### config.mk
export PLATFORM = sky130hd
export DESIGN_NAME = dma_rd_arbiter
export DESIGN_NICKNAME = d
export VERILOG_FILES = /design/src/rtl/dma_rd_arbiter.sv
export SDC_FILE = /design/constraint.sdc
export NUM_CORES = 1
export LEC_CHECK = 0
export ABC_AREA = 1
export CAP_MARGIN = 40
export CORE_ASPECT_RATIO = 2
export CORE_MARGIN = 10
export CORE_UTILIZATION = 28
export DETAILED_ROUTE_END_ITERATION = 8
export PLACE_DENSITY = 0.77
export SETUP_SLACK_MARGIN = 0.5
export SLEW_MARGIN = 20
export SYNTH_ARGS = -nofsm -noshare
export SYNTH_HDL_FRONTEND = slang
export SYNTH_SLANG_ARGS = --single-unit
### constraint.sdc
create_clock -name clk -period 1.28 [get_ports clk]
set_input_delay 0.128 -clock clk [delete_from_list [all_inputs] [get_ports clk]]
set_output_delay 0.128 -clock clk [all_outputs]
set_load 0.02 [all_outputs]
### src/rtl/dma_rd_arbiter.sv
// dma_rd_arbiter
//   Shares one AXI-style DDR read channel (AR + R) between two burst
//   requesters: IFM (input feature map) and WGT (weights). One burst is
//   in flight at a time. IDLE grants a requester, ADDR issues the address
//   beat, DATA steers the returned beats back to the granted requester.
//
//   Build option: define ARB_RR_EN to select round-robin arbitration
//   (the requester that did not finish last wins a tie). Without it,
//   IFM has fixed priority over WGT.
//
// Parameters
//   ADDR_W  address width
//   DATA_W  data beat width
//   LEN_W   burst length field width (beats minus one)
//
// Ports
//   clk, rst                    clock, asynchronous active-high reset
//   ifm_req_* / wgt_req_*       burst request (addr, len, valid) / ready
//   ifm_r* / wgt_r*             returned beats (rdata, rvalid, rlast) / rready
//   m_axi_ar*                   shared read-address channel
//   m_axi_r*                    shared read-data channel
//   busy                        high whenever the FSM is not IDLE
//   dbg_state                   current FSM state (IDLE=0, ADDR=1, DATA=2)
//
// Handshake rule on every channel: a transfer happens on the rising edge
// where valid and ready are both high. A requester's ready depends
// combinationally on its valid; valid never depends on ready.

module dma_rd_arbiter #(
    parameter int ADDR_W = 32,
    parameter int DATA_W = 64,
    parameter int LEN_W  = 8
) (
    input  logic              clk,
    input  logic              rst,

    input  logic [ADDR_W-1:0] ifm_req_addr,
    input  logic [LEN_W-1:0]  ifm_req_len,
    input  logic              ifm_req_valid,
    output logic              ifm_req_ready,
    output logic [DATA_W-1:0] ifm_rdata,
    output logic              ifm_rvalid,
    output logic              ifm_rlast,
    input  logic              ifm_rready,

    input  logic [ADDR_W-1:0] wgt_req_addr,
    input  logic [LEN_W-1:0]  wgt_req_len,
    input  logic              wgt_req_valid,
    output logic              wgt_req_ready,
    output logic [DATA_W-1:0] wgt_rdata,
    output logic              wgt_rvalid,
    output logic              wgt_rlast,
    input  logic              wgt_rready,

    output logic [ADDR_W-1:0] m_axi_araddr,
    output logic [LEN_W-1:0]  m_axi_arlen,
    output logic              m_axi_arvalid,
    input  logic              m_axi_arready,

    input  logic [DATA_W-1:0] m_axi_rdata,
    input  logic              m_axi_rvalid,
    output logic              m_axi_rready,

    output logic              busy,
    output logic [1:0]        dbg_state
);

    localparam logic [1:0] S_IDLE = 2'd0;
    localparam logic [1:0] S_ADDR = 2'd1;
    localparam logic [1:0] S_DATA = 2'd2;

    logic [1:0]        r_state;
    logic [ADDR_W-1:0] r_addr;
    logic [LEN_W-1:0]  r_len;
    logic [LEN_W-1:0]  r_beat_cnt;
    logic              r_grant_wgt;   // 0: IFM owns the burst, 1: WGT
`ifdef ARB_RR_EN
    logic              r_rr_wgt_first; // 1: WGT wins a simultaneous request
`endif

    logic w_idle;
    logic w_in_data;
    logic w_pick_wgt;
    logic w_accept;
    logic w_beat;
    logic w_last;

    // The FSM is cleared asynchronously, but IDLE alone would still let
    // req_ready follow req_valid while rst is held; gate it so every
    // output is 0 during reset.
    assign w_idle    = (r_state == S_IDLE) && !rst;
    assign w_in_data = (r_state == S_DATA);

`ifdef ARB_RR_EN
    assign w_pick_wgt = wgt_req_valid && (!ifm_req_valid || r_rr_wgt_first);
`else
    assign w_pick_wgt = wgt_req_valid && !ifm_req_valid;
`endif

    assign ifm_req_ready = w_idle && ifm_req_valid && !w_pick_wgt;
    assign wgt_req_ready = w_idle && w_pick_wgt;
    assign w_accept      = ifm_req_ready || wgt_req_ready;

    // Address channel: registered values, valid only in ADDR.
    assign m_axi_araddr  = r_addr;
    assign m_axi_arlen   = r_len;
    assign m_axi_arvalid = (r_state == S_ADDR);

    // Data channel: backpressure comes from the granted requester only.
    assign m_axi_rready = w_in_data && (r_grant_wgt ? wgt_rready : ifm_rready);
    assign w_beat       = m_axi_rvalid && m_axi_rready;
    assign w_last       = (r_beat_cnt == r_len);

    assign ifm_rvalid = w_in_data && !r_grant_wgt && m_axi_rvalid;
    assign wgt_rvalid = w_in_data &&  r_grant_wgt && m_axi_rvalid;
    assign ifm_rlast  = ifm_rvalid && w_last;
    assign wgt_rlast  = wgt_rvalid && w_last;
    assign ifm_rdata  = (w_in_data && !r_grant_wgt) ? m_axi_rdata : '0;
    assign wgt_rdata  = (w_in_data &&  r_grant_wgt) ? m_axi_rdata : '0;

    assign busy      = (r_state != S_IDLE);
    assign dbg_state = r_state;

    always_ff @(posedge clk or posedge rst) begin
        if (rst) begin
            r_state        <= S_IDLE;
            r_addr         <= '0;
            r_len          <= '0;
            r_beat_cnt     <= '0;
            r_grant_wgt    <= 1'b0;
`ifdef ARB_RR_EN
            r_rr_wgt_first <= 1'b0;
`endif
        end else begin
            case (r_state)
                S_IDLE: begin
                    r_beat_cnt <= '0;
                    if (w_accept) begin
                        r_grant_wgt <= w_pick_wgt;
                        r_addr      <= w_pick_wgt ? wgt_req_addr : ifm_req_addr;
                        r_len       <= w_pick_wgt ? wgt_req_len  : ifm_req_len;
                        r_state     <= S_ADDR;
                    end
                end
                S_ADDR: begin
                    if (m_axi_arready) begin
                        r_state <= S_DATA;
                    end
                end
                S_DATA: begin
                    if (w_beat) begin
                        if (w_last) begin
                            // Leaving on the last beat keeps the counter
                            // from wrapping even when len is all ones.
                            r_beat_cnt <= '0;
                            r_state    <= S_IDLE;
`ifdef ARB_RR_EN
                            r_rr_wgt_first <= !r_grant_wgt;
`endif
                        end else begin
                            r_beat_cnt <= r_beat_cnt + 1'b1;
                        end
                    end
                end
                default: begin
                    r_state <= S_IDLE;
                end
            endcase
        end
    end

endmodule
Word level (Yosys, flattened, before mapping)
Cells that the tools add are included.
Widths: inputs -> output; s select.
{"block": "op_classes", "n_addsub": 1, "multipliers": 0, "div_mod_pow": 0, "n_lt_le_gt_ge": 0, "eq_ne": 7, "n_shift": 0, "n_mux": 13, "bitwise": 0, "reduce_logical": 24}
{"op": "$mux 64", "count": 2}
{"op": "$mux 32", "count": 1}
{"op": "$mux 8", "count": 3}
{"op": "$pmux 8 s2", "count": 1}
{"op": "$logic_and 1x1->1", "count": 13}
{"op": "$add 8x1->8 const B", "count": 1}
{"op": "$eq 8x8->1", "count": 1}
{"op": "$mux 2", "count": 4}
{"op": "$ne 2x1->1 const B", "count": 3}
{"op": "$pmux 2 s3", "count": 1}
{"op": "$logic_not 1->1", "count": 4}
{"op": "$reduce_and 2->1", "count": 2}
{"op": "$reduce_and 4->1", "count": 1}
{"op": "$reduce_bool 2->1", "count": 2}
{"op": "$eq 2x1->1 const B", "count": 1}
{"op": "$eq 2x2->1 const B", "count": 1}
{"op": "$logic_not 2->1", "count": 1}
{"op": "$ne 2x2->1 const B", "count": 1}
{"op": "$logic_or 1x1->1", "count": 1}
{"op": "$mux 1", "count": 1}
{"block": "word_totals", "ff_bits": 51, "latchBits": 0, "mem_bits_rw": 0, "romBits": 0, "out_inout_bits": 179, "elab_cells": 50, "mem_count": 0}

Depth between registers and ports, before layout
Gate-level depths: netlist of the first run.
{"block": "depth", "ltp_word": 7, "depth_mapped": 11, "depth_no_buf": 10}

Worst setup path after synthesis of the first run
No wires, ideal clock.
{"block": "synth_path", "path_kind": "reg2out", "start": "reg r_state[1], in the netlist dbg_state[1]", "end": "out ifm_rlast", "arrival_time_ns": 1.496, "t_required_ns": 1.152, "path_slack_ns": -0.344, "path_stages_with_launch": 6, "path_buffers": 1, "path_cell_list": "dfrtp_1 inv_2 nor2_1 nand2_1 clkbuf_1 nor3_1"}
{"block": "synth_via", "elab_chain_cells": 4}
{"element": "start, declared", "line_no": "72", "text": "logic [1:0] r_state;"}
{"element": "start signal, assigned", "line_no": "126", "text": "r_state <= S_IDLE;"}
{"element": "start signal, assigned", "line_no": "142", "text": "r_state <= S_ADDR;"}
{"element": "start signal, assigned", "line_no": "147", "text": "r_state <= S_DATA;"}
{"element": "$eq 2x2->1", "line_no": "92", "text": "assign w_in_data = (r_state == S_DATA);"}
{"element": "$logic_and 1x1->1 (2 in series)", "line_no": "114", "text": "assign ifm_rvalid = w_in_data && !r_grant_wgt && m_axi_rvalid;"}
{"element": "$logic_and 1x1->1", "line_no": "116", "text": "assign ifm_rlast = ifm_rvalid && w_last;"}
{"element": "end, declared", "line_no": "43", "text": "output logic ifm_rlast,"}
Every way passes these cells.

Final worst setup path of the first run
{"block": "layout_path", "start": "reg r_beat_cnt[3]", "end": "out wgt_rlast"}
{"block": "layout_via", "elab_chain_cells": 2}
{"element": "start, declared", "line_no": "75", "text": "logic [LEN_W-1:0] r_beat_cnt;"}
{"element": "start signal, assigned", "line_no": "161", "text": "r_beat_cnt <= r_beat_cnt + 1'b1;"}
{"element": "$eq 8x8->1", "line_no": "112", "text": "assign w_last = (r_beat_cnt == r_len);"}
{"element": "$logic_and 1x1->1", "line_no": "117", "text": "assign wgt_rlast = wgt_rvalid && w_last;"}
{"element": "end, declared", "line_no": "52", "text": "output logic wgt_rlast,"}
Every way passes these cells.

==> results of run 1 <==
## how the worst min path moves through the flow
| stage | start | to | slack, ns | depth (start not counted) |
|---|---|---|---|---|
| after global placement | m_axi_araddr[21] | m_axi_araddr[21] | 0.53 | 2 |
| after detailed placement | m_axi_araddr[26] | m_axi_araddr[26] | 0.54 | 2 |
| after floorplan | rst | m_axi_araddr[0] | 0.18 | 1 |
| after global routing | ifm_req_addr[30] | m_axi_araddr[30] | 0.39 | 3 |
| after CTS | ifm_req_addr[15] | m_axi_araddr[15] | 0.38 | 3 |
| final | ifm_req_addr[15] | m_axi_araddr[15] | 0.38 | 3 |
## worst reg2reg max path: cells and delay by family (launching register included)
kind,cells,cell delay (ns)
buf+inv,7,0.73
flops,1,0.43
compound gates,2,0.33
simple gates,3,0.22
## report_power, final
part | internal [µW] | switching, µW
clock network | 735 | 656
registers | 2310 | 573
logic | 5850 | 5850
total | 8900 | 7080
## flip-flops by register name, indices dropped and copies added (netlist names)
| signal | cells |
|---|---|
| r_grant_wgt | 1 |
| r_beat_cnt | 8 |
| dbg_state | 2 |
| m_axi_araddr | 32 |
| m_axi_arlen | 8 |
## timing repair
| action | in CTS | in global routing |
|---|---|---|
| pin swaps | 7 | 16 |
| gates resized for setup | 658 | 370 |
| cloned | 9 | 2 |
| endpoints found under the setup margin | 230 | 249 |
| buffers inserted | 32 | 34 |
| hold endpoints to repair | 0 | 0 |
## final cells by class
class,instances,area [µm²],area share
diodes,1,2.50,0.000257
inverters,88,349,0.0358
clock buffers,6,129,0.0132
repair buffers,480,5070,0.520
flip-flops and latches,51,1290,0.132
multi-input cells,378,2720,0.279
clock inverters,2,17.5,0.00180
well taps,147,184,0.0189
## logic make-up after synthesis
| family | Yosys count | share of synthesized area |
|---|---|---|
| AO/OA/AOI/OAI | 53 | 0.0953 |
| XOR/XNOR | 6 | 0.0152 |
| adder cells (fa/ha/maj) | 1 | 0.00361 |
| buffers and inverters | 126 | 0.151 |
| flip-flops | 51 | 0.368 |
| AND/OR/NAND/NOR | 316 | 0.367 |
## stage by stage
stage / worst slack (ns) / cells / total power, µW / util
global placement: -0.518 / 1067 / 11600 / 0.673
floorplan: -0.198 / 553 / 7220 / -
finish: -0.565 / 1153 / 16000 / 0.804
detailed placement: -0.546 / 1067 / 11700 / 0.673
CTS: -0.494 / 1116 / 14200 / 0.740
global route: -0.607 / 1153 / 16700 / 0.804
## synthesized netlist by cell type
cell type	instances	area share
nor2_1	178	0.19
inv_1	84	0.091
nand2_1	77	0.083
dfrtp_1	51	0.37
nand3_1	50	0.072
a31oi_1	41	0.074
clkbuf_1	19	0.021
buf_2	15	0.022
nand4_1	6	0.011
o21ai_0	5	0.0072
a21oi_1	4	0.0058
buf_6	4	0.013
inv_2	4	0.0043
nor3_1	3	0.0043
xnor2_1	3	0.0076
xor2_1	3	0.0076
o22ai_1	2	0.0036
a21oi_4	1	0.0047
and2_1	1	0.0018
ha_1	1	0.0036
nand2_2	1	0.0018
## per-layer routing
metal / vias to the layer above / part of all wire / track usage
li1: 2616 / - / -
met1: 2692 / 0.32 / 0.247
met2: 340 / 0.54 / 0.468
met3: 62 / 0.093 / 0.0833
met4: 2 / 0.046 / 0.0924
met5: - / 0.00052 / 0
==> flow_summary.toml, run 1 <==
[grt]
grt.total_usage = 0.251
grt_pass1_wl_um = 34300
grt_overflow_total = 0
grt_pass1_vias = 5821
antenna_found_initial = 2
grt_max_degree = 41

[sta]
slew-limit-headroom = 0.702
worstMarginPinSlew_ns = 0.448
setup_violations = 188
hold_ws_ns = 0.384
layout_min_cycle_time_ns = 1.84
min_period_over_period = 1.44
max_freq_ghz = 0.542
slew_viol_final = 0
setup_ws_ns = -0.565
clock_skew_ns = 0.0103
rsz0062_at_grt = "yes"
setup_tns_ns = -76.68
hold_viol_final = 0

[finish]
final_cell_area_um2 = 9750
layout_common_cells = "buf_6, clkdlybuf4s50_1, buf_4"
syn_to_final_growth_pct = 181
fill_cells = 693
fin_nets = 1157
drive_gt1_frac = 0.511
layout_commonest_cell = "buf_6"

[setup_path]
path_buf_inv = 2
critPathLaunchType = "flip-flop"
required_ns = 1.15
timing.reg2reg.setup_slack_ns = -0.53
worstPathCellList = "xnor2_1 -> nand2_1 -> nor2_2 -> nand2_2 -> buf_4 -> nor3_4 -> buf_6"
worst-setup-path-type = "reg2out"
crit_end = "wgt_rlast"
crit_fanout = 9
critPathSlowestCell = "dfrtp_2"
slowest_delay_ns = 0.44
crit_path_start = "r_beat_cnt[3]"
cp_top_family = "simple AND/OR/NAND/NOR gates"
critPathArrivalTime_ns = 1.72
r2r-end = "m_axi_araddr[25]"
reg2reg_from = "dbg_state[1]"
ff2ff_path_depth = 12
end_kind = "primary output"
cp.depth = 7

[clock_tree]
cts_tree = "built"
clockBufferDepth = 2
clock_latency_ns = 0.30
cts_root_buf = "clkbuf_16"
numCtsBuffers = 5
hold_buffers = 0
cts_sinks = 51
htree_levels = 2
clkTransAtPathRegs_ns = 0.07

[route]
drt_iter0_drc = 299
vias = 5712
viasPerCell = 4.95
ant_nets = 0
avgRoutedWirePerCell_um = 21.7
drt_pre_antenna_iters = 4
wl_um = 25100
route.detailed.drc = 0

[floorplanning]
core.rowCount = 57
dieArea_um2 = 17500
initial_utilization = 0.286
die_w_um = 98.7
io_pins = 331
coreArea_um2 = 12100
die_height_um = 177

[power_and_ir_drop]
power.density_nw_per_um2 = 1640
power.leakage_uw = 0.00447
ir_drop_uv = 1160

[flow_run]
cap_viol_max_count = 0

[min_path]
hold_class = "in2reg"

[run_status]
violations = "negative setup slack"
outcome = "finished, violations left"

[logic_synthesis]
ys_ff_latch = 51
yosysSeqAreaShare = 0.368
yosys_warnings = 0
synth_cells = 553
synth_area_um2 = 3470
postSynthAreaPerCell_um2 = 6.27
synthesis.nets = 706
synth_cell_types = 21

[placement]
gp_congestion = 0.840
port_buffers = 330
place_area_um2 = 8160
dpl.hpwl_um = 17600
No activity file was read; power rests on OpenSTA's default activity.
==> inputs of run 2 (changes only) <==
Settings changed: GPL_TIMING_DRIVEN set to 0.
==> run 2 against run 1 <==
  * The flow still finishes with violations (negative setup slack)
  * Utilization decreased by 6.4 points
  * Sequential share of layout area increased by 1.1 points
  * Fmax about the same
  * Critical endpoint is now ifm_rdata[59]
  * Highest routed layer is now met4
==> flow_summary.toml, run 2 (same netlist as run 1, synthesis figures left out) <==
[finish]
n_antenna_cell = 0
fin_nets = 1093
largest_register_ffs = 32
syn_to_final_growth_pct = 159
drive_gt1_frac = 0.450
fill_cells = 862
layout_common_cells = "clkdlybuf4s50_1, buf_6, nor2_4"
layout_commonest_cell = "clkdlybuf4s50_1"

[power_and_ir_drop]
p_int_uw = 7900
p_seq_frac = 0.201
power.density_nw_per_um2 = 1610
p_sw_uw = 6540
switching_share = 0.453
combPwrFrac = 0.701
power.leakage_uw = 0.00401
ir_drop_uv = 1460
power.total_uw = 14400
clkPwrFrac = 0.098

[route]
route.detailed.drc = 0
avgRoutedWirePerCell_um = 21.3
viasPerCell = 4.85
ant_nets = 0
vias = 5273
drt_pre_antenna_iters = 5
drt_iter0_drc = 237
wl_um = 23200

[setup_path]
crit_top_cell = "nor2_4"
critPathSlowestCell = "dfrtp_2"
critPathArrivalTime_ns = 1.72
ff2ff_path_depth = 11
required_ns = 1.15
slowest_delay_ns = 0.44
end_kind = "primary output"
cp_top_family = "buffers and inverters"
path_buf_inv = 3
worst-setup-path-type = "reg2out"
critPathLaunchType = "flip-flop"
r2r-end = "m_axi_araddr[31]"
worstPathCellList = "nor2_4 -> nand2_4 -> clkbuf_16 -> buf_12 -> nor2_4 -> buf_6"
reg2reg_from = "dbg_state[0]"
timing.reg2reg.setup_slack_ns = -0.47
crit_fanout = 10

[floorplanning]
initial_utilization = 0.286
die_w_um = 98.7
coreArea_um2 = 12100
dieArea_um2 = 17500
core.rowCount = 57
io_pins = 331
die_height_um = 177

[run_status]
outcome = "finished, violations left"
violations = "negative setup slack"

[flow_run]
cap_viol_max_count = 0

[sta]
clock_skew_ns = 0.0124
slew_viol_final = 0
worstMarginPinSlew_ns = 0.572
slew-limit-headroom = 0.616
setup_tns_ns = -85.80
max_freq_ghz = 0.542
layout_min_cycle_time_ns = 1.84
setup_violations = 189
hold_viol_final = 0
setup_ws_ns = -0.564
rsz0062_at_grt = "yes"
min_period_over_period = 1.44

[clock_tree]
cts_root_buf = "clkbuf_16"
cts_sinks = 51
hold_buffers = 0
htree_levels = 2
cts_tree = "built"
clock_latency_ns = 0.29
numCtsBuffers = 5
clockBufferDepth = 2
clkTransAtPathRegs_ns = 0.08

[min_path]
min_path_cells = 4
hold_class = "in2reg"
hp-start = "wgt_req_valid"
hold_path_end = "m_axi_araddr[31]"

[grt]
antenna_found_initial = 0
grt_pass1_vias = 5398
grt.total_usage = 0.237
grt_pass1_wl_um = 32500
grt_overflow_total = 0
grt_max_degree = 33

[placement]
gp_congestion = 0.875
dpl.hpwl_um = 18200
port_buffers = 329
==> run 2: per-stage QoR <==
step	setup WS, ns	instance area, µm²	instances	hold slack, ns	util
final	-0.564	8970	1088	0.359	0.740
after CTS	-0.533	8360	1062	0.313	0.689
after detailed placement	-0.948	7770	1030	0.514	0.641
after global routing	-0.592	8970	1088	0.371	0.740
after global placement	-0.963	7750	1029	0.511	0.640
after floorplan	-0.198	4280	553	0.176	-
==> run 2: cell type report <==
class,instances,area [µm²],area share
repair buffers,379,3910,0.435
clock inverters,2,13.8,0.00153
plain buffers,38,458,0.0510
inverters,88,347,0.0386
multi-input cells,376,2640,0.294
flip-flops and latches,51,1290,0.143
clock buffers,6,139,0.0155
well taps,147,184,0.0205
repair inverters,1,5.00,0.000558
==> run 2: layer usage <==
metal / global-route usage / up-vias / part of all wire
li1: - / 2482 / -
met3: 0.0938 / 42 / 0.11
met2: 0.450 / 323 / 0.54
met1: 0.222 / 2426 / 0.30
met4: 0.0798 / 0 / 0.041
met5: 0 / - / 0
==> run 2: how the worst max path moves through the flow <==
stage,end,start,slack (ns),depth (start not counted)
final,ifm_rdata[59],dbg_state[0],-0.56,6
after global placement,wgt_rdata[59],dbg_state[0],-0.96,6
after detailed placement,wgt_req_ready,ifm_req_valid,-0.95,6
after CTS,wgt_rdata[56],dbg_state[1],-0.53,7
after floorplan,ifm_rdata[49],dbg_state[0],-0.20,5
after global routing,ifm_rdata[59],dbg_state[0],-0.59,6
==> run 2: worst register-to-register path, stage by stage, from the launching register on <==
cell and delay, ns:
dfrtp_2 0.44, buf_4 0.15, buf_6 0.12, inv_4 0.05, nand2_4 0.06, nor2_4 0.13
inv_4 0.08, a21oi_4 0.17, buf_6 0.15, buf_8 0.13, nor2_1 0.05, a31oi_1 0.14
==> run 2: timing repair <==
| item | 4_1_cts | 5_1_grt |
|---|---|---|
| setup endpoints to repair | 262 | 262 |
| hold endpoints to repair | 0 | 0 |
| resized for setup | 842 | 230 |
| cloned | 2 | 4 |
| pin swaps | 6 | 5 |
| buffers inserted | 22 | 22 |
==> run 2: power by group through the flow <==
stage | registers (µW) | clock network, µW | logic [µW]
5_1_grt | 2990 | 1520 | 10700
3_3_place_gp | 2810 | 0 | 8310
3_5_place_dp | 2830 | 0 | 8380
2_1_floorplan | 3560 | 0 | 3660
6_report | 2900 | 1410 | 10100
4_1_cts | 2800 | 1450 | 9120
